`src/rtl/mem_issue_queue_pkg.sv`:
```
// Shared types and constants for the in-order memory issue queue.
// Holds the queue entry layout and the RV32I load/store width codes.
package mem_issue_queue_pkg;

   localparam int unsigned DEPTH     = 8;
   localparam int unsigned PTAG_W    = 6;
   localparam int unsigned ROB_IDX_W = 5;

   localparam logic [2:0] F3_B  = 3'b000;
   localparam logic [2:0] F3_H  = 3'b001;
   localparam logic [2:0] F3_W  = 3'b010;
   localparam logic [2:0] F3_BU = 3'b100;
   localparam logic [2:0] F3_HU = 3'b101;

   typedef struct packed {
      logic                 valid;
      logic                 is_store;
      logic [2:0]           funct3;
      logic [31:0]          imm;
      logic [ROB_IDX_W-1:0] rob_idx;
      logic [PTAG_W-1:0]    ps1;
      logic                 ps1_rdy;
      logic [31:0]          ps1_v;
      logic [PTAG_W-1:0]    ps2;
      logic                 ps2_rdy;
      logic [31:0]          ps2_v;
   } mem_iq_entry_t;

endpackage

```
`src/rtl/mem_issue_queue_agu.sv`:
```
// Combinational address generation: effective address, byte-lane mask,
// lane-aligned store data and misalignment flag.
module mem_issue_queue_agu
   import mem_issue_queue_pkg::*;
(
   input  logic [31:0] rs1_v,
   input  logic [31:0] imm,
   input  logic [2:0]  funct3,
   input  logic [31:0] rs2_v,
   output logic [31:0] addr,
   output logic [3:0]  mask,
   output logic [31:0] wdata,
   output logic        misaligned
);

   logic [1:0] off;

   always_comb begin
      addr       = rs1_v + imm;
      off        = addr[1:0];
      mask       = 4'b0000;
      misaligned = 1'b0;
      case (funct3)
         F3_B, F3_BU: mask = 4'b0001 << off;
         // A misaligned half at offset 3 keeps only the in-word lane.
         F3_H, F3_HU: begin
            mask       = 4'b0011 << off;
            misaligned = addr[0];
         end
         F3_W: begin
            mask       = 4'b1111;
            misaligned = |addr[1:0];
         end
         default: mask = 4'b0000;
      endcase
      wdata = rs2_v << {off, 3'b000};
   end

endmodule

```
`src/rtl/mem_issue_queue.sv`:
```
// In-order load/store issue queue with CDB operand snooping; the head entry
// issues through the AGU once its operands are ready.
module mem_issue_queue #(
   parameter int unsigned DEPTH     = mem_issue_queue_pkg::DEPTH,
   parameter int unsigned PTAG_W    = mem_issue_queue_pkg::PTAG_W,
   parameter int unsigned ROB_IDX_W = mem_issue_queue_pkg::ROB_IDX_W
) (
   input  logic                 clk,
   input  logic                 rst,
   input  logic                 flush,
   input  logic                 disp_valid,
   output logic                 disp_ready,
   input  logic                 disp_is_store,
   input  logic [2:0]           disp_funct3,
   input  logic [31:0]          disp_imm,
   input  logic [ROB_IDX_W-1:0] disp_rob_idx,
   input  logic [PTAG_W-1:0]    disp_ps1,
   input  logic                 disp_ps1_rdy,
   input  logic [31:0]          disp_ps1_v,
   input  logic [PTAG_W-1:0]    disp_ps2,
   input  logic                 disp_ps2_rdy,
   input  logic [31:0]          disp_ps2_v,
   input  logic                 cdb_valid,
   input  logic [PTAG_W-1:0]    cdb_ptag,
   input  logic [31:0]          cdb_data,
   output logic                 out_valid,
   input  logic                 out_ready,
   output logic                 out_is_store,
   output logic [31:0]          out_addr,
   output logic [3:0]           out_mask,
   output logic [31:0]          out_wdata,
   output logic [2:0]           out_funct3,
   output logic [ROB_IDX_W-1:0] out_rob_idx,
   output logic                 out_misaligned
);
   import mem_issue_queue_pkg::*;

   localparam int unsigned AW = $clog2(DEPTH);

   mem_iq_entry_t q_q [DEPTH];
   mem_iq_entry_t q_d [DEPTH];
   mem_iq_entry_t head_e, new_e;
   logic [AW:0]   head_q, tail_q;
   logic          full, push, pop;
   logic [31:0]   agu_addr, agu_wdata;
   logic [3:0]    agu_mask;
   logic          agu_mis;

   assign full       = (head_q[AW] != tail_q[AW]) && (head_q[AW-1:0] == tail_q[AW-1:0]);
   assign disp_ready = !full;
   assign push       = disp_valid && !full;
   assign head_e     = q_q[head_q[AW-1:0]];
   assign out_valid  = head_e.valid && head_e.ps1_rdy && (!head_e.is_store || head_e.ps2_rdy);
   assign pop        = out_valid && out_ready;

   // Operands not yet ready may be caught from the CDB in the dispatch cycle;
   // tag 0 is the hardwired zero register and never broadcast.
   always_comb begin
      new_e          = '0;
      new_e.valid    = 1'b1;
      new_e.is_store = disp_is_store;
      new_e.funct3   = disp_funct3;
      new_e.imm      = disp_imm;
      new_e.rob_idx  = disp_rob_idx;
      new_e.ps1      = disp_ps1;
      new_e.ps1_rdy  = 1'b1;
      new_e.ps1_v    = disp_ps1_v;
      new_e.ps2      = disp_ps2;
      new_e.ps2_rdy  = 1'b1;
      new_e.ps2_v    = disp_ps2_v;
      if (!disp_ps1_rdy) begin
         if (cdb_valid && cdb_ptag == disp_ps1) new_e.ps1_v = cdb_data;
         else if (disp_ps1 == '0)              new_e.ps1_v = '0;
         else                                  new_e.ps1_rdy = 1'b0;
      end
      if (!disp_ps2_rdy) begin
         if (cdb_valid && cdb_ptag == disp_ps2) new_e.ps2_v = cdb_data;
         else if (disp_ps2 == '0)              new_e.ps2_v = '0;
         else                                  new_e.ps2_rdy = 1'b0;
      end
   end

   always_comb begin
      for (int i = 0; i < int'(DEPTH); i++) begin
         q_d[i] = q_q[i];
         if (q_q[i].valid && cdb_valid) begin
            if (!q_q[i].ps1_rdy && q_q[i].ps1 == cdb_ptag) begin
               q_d[i].ps1_rdy = 1'b1;
               q_d[i].ps1_v   = cdb_data;
            end
            if (!q_q[i].ps2_rdy && q_q[i].ps2 == cdb_ptag) begin
               q_d[i].ps2_rdy = 1'b1;
               q_d[i].ps2_v   = cdb_data;
            end
         end
      end
      if (pop)  q_d[head_q[AW-1:0]].valid = 1'b0;
      if (push) q_d[tail_q[AW-1:0]] = new_e;
   end

   always_ff @(posedge clk or posedge rst) begin
      if (rst) begin
         head_q <= '0;
         tail_q <= '0;
         for (int i = 0; i < int'(DEPTH); i++) q_q[i] <= '0;
      end else if (flush) begin
         head_q <= '0;
         tail_q <= '0;
         for (int i = 0; i < int'(DEPTH); i++) q_q[i].valid <= 1'b0;
      end else begin
         head_q <= head_q + (AW+1)'(pop);
         tail_q <= tail_q + (AW+1)'(push);
         for (int i = 0; i < int'(DEPTH); i++) q_q[i] <= q_d[i];
      end
   end

   mem_issue_queue_agu u_agu (
      .rs1_v      (head_e.ps1_v),
      .imm        (head_e.imm),
      .funct3     (head_e.funct3),
      .rs2_v      (head_e.ps2_v),
      .addr       (agu_addr),
      .mask       (agu_mask),
      .wdata      (agu_wdata),
      .misaligned (agu_mis)
   );

   // Data outputs read as zero whenever nothing is issuing.
   assign out_is_store   = out_valid && head_e.is_store;
   assign out_addr       = out_valid ? agu_addr : '0;
   assign out_mask       = out_valid ? agu_mask : '0;
   assign out_wdata      = (out_valid && head_e.is_store) ? agu_wdata : '0;
   assign out_funct3     = out_valid ? head_e.funct3 : '0;
   assign out_rob_idx    = out_valid ? head_e.rob_idx : '0;
   assign out_misaligned = out_valid && agu_mis;

endmodule

```
`config.mk`:
```
export PLATFORM = sky130hd
export DESIGN_NAME = mem_issue_queue
export DESIGN_NICKNAME = d
export VERILOG_FILES = /design/src/rtl/mem_issue_queue_pkg.sv /design/src/rtl/mem_issue_queue_agu.sv /design/src/rtl/mem_issue_queue.sv
export SDC_FILE = /design/constraint.sdc
export NUM_CORES = 2
export LEC_CHECK = 0
export ABC_AREA = 0
export BUFFER_PORTS_ARGS = -buffer_cell sky130_fd_sc_hd__buf_2
export CORE_MARGIN = 5
export CORE_UTILIZATION = 39
export DETAILED_ROUTE_END_ITERATION = 16
export PLACE_DENSITY_LB_ADDON = 0.15
export RECOVER_POWER = 100
export SETUP_SLACK_MARGIN = 0.15
export SLEW_MARGIN = 10
export SYNTH_ARGS = -nofsm -noshare
export SYNTH_HDL_FRONTEND = slang
export SYNTH_HIERARCHICAL = 1
export SYNTH_SLANG_ARGS = --single-unit
```
`constraint.sdc`:
```
create_clock -name clk -period 58 [get_ports clk]
set_input_delay 5.8 -clock clk [delete_from_list [all_inputs] [get_ports clk]]
set_output_delay 5.8 -clock clk [all_outputs]
set_load 0.005 [all_outputs]
```
# [Yosys cells after proc, flatten, opt, wreduce, memory -nomap -nowiden]
# Cells that the tools add are included.
# W data, S select, Z words.
[classes] addsub=3 n_lt_le_gt_ge=4 eq_ne=24 shifts=3 mux=70 n_bitwise=2 n_reduce_logical=60
[op_table] op="$bwmux W960" count=2
[op_table] op="$mux W960" count=2
[op_table] op="$mux W33" count=34
[op_table] op="$demux W120 S3" count=2
[op_table] op="$mux W120" count=4
[op_table] op="$bmux W120 S3" count=1
[op_table] op="$mux W32" count=6
[op_table] op="$eq A6 B6 Y1" count=18
[op_table] op="$logic_and A1 B1 Y1" count=35
[op_table] op="$add A32 B32 Y32" count=1
[op_table] op="$shl A32 B5 Y32" count=1
[op_table] op="$logic_not A1 Y1" count=18
[op_table] op="$logic_not A6 Y1" count=2
[op_table] op="$mux W1" count=12
[op_table] op="$mux W4" count=3
[op_table] op="$pmux W4 S3" count=1
[op_table] op="$add A4 B1 Y4" count=2
[op_table] op="$ge A4 B4 Y1 const B" count=2
[op_table] op="$lt A4 B1 Y1 const B" count=2
[op_table] op="$not A3 Y4" count=2
[op_table] op="$eq A3 B3 Y1 const B" count=2
[op_table] op="$reduce_or A2 Y1" count=3
[op_table] op="$mux W5" count=1
[op_table] op="$shl A1 B2 Y4 const A" count=1
[op_table] op="other kinds (9)" count=9
[totals] regBits=968 inputBits=163 output_inout_bits=80 wordCells=256

# [Depth between registers and ports, before layout]
[logic_depth] word_depth=12 depth_mapped=19 depth_no_buf=15

# [By module]
# The synthesis kept the hierarchy.
[by_module_without_submodules] mod="mem_issue_queue" n_inst=1 cells_per_inst=4832 area_per_inst_um2=45990.4 seq_area_each_um2=24223.2
[by_module_without_submodules] mod="mem_issue_queue_agu" n_inst=1 cells_per_inst=379 area_per_inst_um2=2459.9 seq_area_each_um2=0.0

# [Worst setup path after synthesis]
# OpenSTA, ideal clock, no wires.
[synth_timing] path_type="reg-to-output" start="register head_q[2]" end="output port out_wdata[25]" arrival_ns=3.985 required_ns=52.200 setup_slack_ns=48.215 path_stages_with_launch=19 n_path_buf=8 cell_sequence="dfrtp_1 > buf_4 > nor2b_1 > clkbuf_1 > and2_1 > buf_2 > buf_1 > buf_1 > a22oi_1 > nand4_1 > ha_1 > inv_1 > fa_1 > clkbuf_1 > buf_1 > buf_2 > a211oi_1 > a21oi_1 > and2_1"
[synth_rtl] item="start: declaration" line_no="mem_issue_queue.sv:43" text="logic [AW:0] head_q, tail_q;"
[synth_rtl] item="start signal: assignment" line_no="mem_issue_queue.sv:111" text="head_q <= head_q + (AW+1)'(pop);"
[synth_rtl] item="end: declaration" line_no="mem_issue_queue.sv:31" text="output logic [31:0] out_wdata,"

==> results.cfg <==
[synthesis]
yosys.cell_count.top_type = nand2_1
synth_seq_cells = 968
synth.top_cell.area_share_pct = 50.00
synth_common_cells = nand2_1, dfrtp_1, a21oi_1, a22oi_1, clkbuf_1
syn_avg_cell_area_sq_um = 9.298
ys_types = 86
yosys_warnings = 6
syn-num-nets = 5410
seq_area_frac_synth_pct = 50.00
ys_top_cells_by_area = dfrtp_1, nand2_1, a22oi_1, a21oi_1, o22ai_1
ys_async_sr_fraction_pct = 100.0
synth_edf_count = 0
synth_area_leader_cell = dfrtp_1
synthesis.instances = 5211
synth_ff_type = dfrtp_1
netlist_area_sq_um = 48450

[routing]
viasPerCell = 6.310
drc = 0
dr_wl_met2_microns = 94610
ant_nets = 0
routed.top_layer = met5
dr.pass1.iters = 7
via_count = 43470
wl_met1_microns = 81760
totalWireLength_microns = 204700
routedWlPerCell_microns = 29.71
route.met3.wl_microns = 18970
drt_iter0_drc = 5805

[floorplanning]
core_area_sq_um = 123600
start_util_pct = 39.19
die-area_sq_um = 131400
die_w_microns = 362.5
fp-row-count = 129
die_height_microns = 362.5
pin_count = 243

[run]
drv_cap = 45

[setup_path]
path_max_fanout = 108
r2r-start = head_q[2]$_DFF_PP0_
cp-start-kind = input port
r2r_cells = 8
path_class = input port to asynchronous set/reset pin
cp.arrival_ns = 20.07
r2r_slack_ns = 46.14
cp.required_ns = 57.79
r2r-end = q_q[548]$_DFFE_PP0N_
endpoint_kind = asynchronous set/reset pin

[clock_tree]
clock-sinks = 968
cts_buffer_depth = 3
clk_pin_slew_ns = 0.06
post_cts_resized = 0
htreeDepth = 3
clk_latency_ns = 0.72
cts_hold_buf = 0
numCtsBuffers = 110
tritoncts = yes
cts_root_buffer = clkbuf_16
post-cts-setup-buffer-count = 0

[cells_and_area]
finalNonFillerCells = 6889
n_fill_cell = 12110
register_area_sq_um = 24230
multi_input_area_sq_um = 22050
drive_gt1_share_pct = 12.00
syn_to_final_growth_pct = 11.38
final_nets = 5359

[timing]
fin_crit_sh_pct = 34.97
fmax_mhz = 49.30
skew_ns = 0.03985
hold_viol_final = 0
rsz0062_at_grt = false
worst_pin_slew_ns = 9.413
drv_slew = 2469
maxSlewHeadroom_pct = -527.6
min_period_ns = 20.28
setup-violations-final = 0
fin_tns_setup_ns = 0

[placement]
place_hpwl_microns = 118300
portBuffers = 242
gp_congestion = 0.8628
place_inst = 6685

[grt]
antenna_found_initial = 16
grt_max_degree = 171
grt_pass1_wl_microns = 297600
grt-ovfl-total = 0
first_global_vias = 42790
track_usage_pct = 30.07

[worst_hold_path]
hp-class = flip-flop to flip-flop
min_to = q_q[112]$_DFFE_PP0P_
worstHoldPathCells = 2
min_from = q_q[112]$_DFFE_PP0P_

[power]
leakage_uw = 0.02534
power_density_nw_per_um2 = 37.56
finalPower_uw = 2027
ir_drop_mv = 0.02578

[run_status]
outcome = finished, violations left
violations = max-capacitance violations, max-slew violations
-- kinds of logic after synthesis --
logic type                 after synthesis  synth area share [%]
and+or+nand+nor                       1870                 16.55
AOI/OAI and AO/OA                     1524                 22.41
DFF                                    968                 50.00
buffers and inverters                  573                 4.997
xor gates and xnor gates               141                 2.595
muxes                                   99                 2.510
adders and majority gates               36                0.9452
-- state kept, by name (all words and copies together), names as in the netlist --
register,count
q_q,960
head_q,4
tail_q,4
-- critical path: stages --
cell	delay [ns]
buf_2	0.10
clkinvlp_2	2.82
clkbuf_1	2.27
clkbuf_1	3.04
clkbuf_1	2.61
clkbuf_1	3.17
-- power by group --
group / internal [uW] / leakage, uW / switching [uW]
combinational: 168 / 0.0112 / 274
sequential: 798 / 0.0123 / 74.9
clock: 412 / 0.00180 / 299
total: 1380 / 0.0253 / 648
-- layer usage --
metal  up-vias  track usage (%)
li1      18540                -
met1     21930            40.02
met2      2493            48.16
met3       494            6.158
met4        10            12.32
met5         -                0
-- cell type report --
class,instances,share of cell area (%)
Clock buffer,159,5.929
Sequential cell,968,44.90
Tap cell,1637,3.796
Timing Repair Buffer,327,3.142
Clock inverter,42,0.7837
Antenna cell,3,0.01391
Inverter,83,0.5797
Multi-Input combinational cell,3670,40.86
-- per-stage QoR --
step | hold WS [ns] | worst slack (ns) | utilization (%) | instance area (sq um)
final | 0.4740 | 37.72 | 43.65 | 53960
after floorplan | 0.4405 | 24.97 | - | 48450
after detailed placement | 0.4599 | 45.96 | 40.98 | 50670
after global placement | 0.4524 | 46.04 | 40.98 | 50670
after global routing | 0.4901 | 34.86 | 43.64 | 53960
after CTS | 0.4738 | 45.18 | 43.91 | 54290
-- layout by cell type (no fill, tap or decap), drive strengths merged, types with 95 or more instances in the layout --
cell type / instances
clkbuf: 207
a22oi: 395
nand2: 1250
a21oi: 407
nand4: 100
a221oi: 143
nor2: 246
o21ai: 100
and2: 95
dfrtp: 968
o22ai: 253
buf: 279
-- how the worst max path moves through the flow --
stage / from / end / cells past startpoint
floorplan: rst / head_q[0]$_DFF_PP0_ / 1
global placement: head_q[2]$_DFF_PP0_ / out_addr[18] / 17
detailed placement: head_q[2]$_DFF_PP0_ / out_addr[18] / 17
CTS: head_q[2]$_DFF_PP0_ / out_addr[18] / 17
global route: rst / q_q[342]$_DFFE_PP0P_ / 6
finish: rst / q_q[706]$_DFFE_PP0P_ / 6
Power figures use the tool's default switching activity.
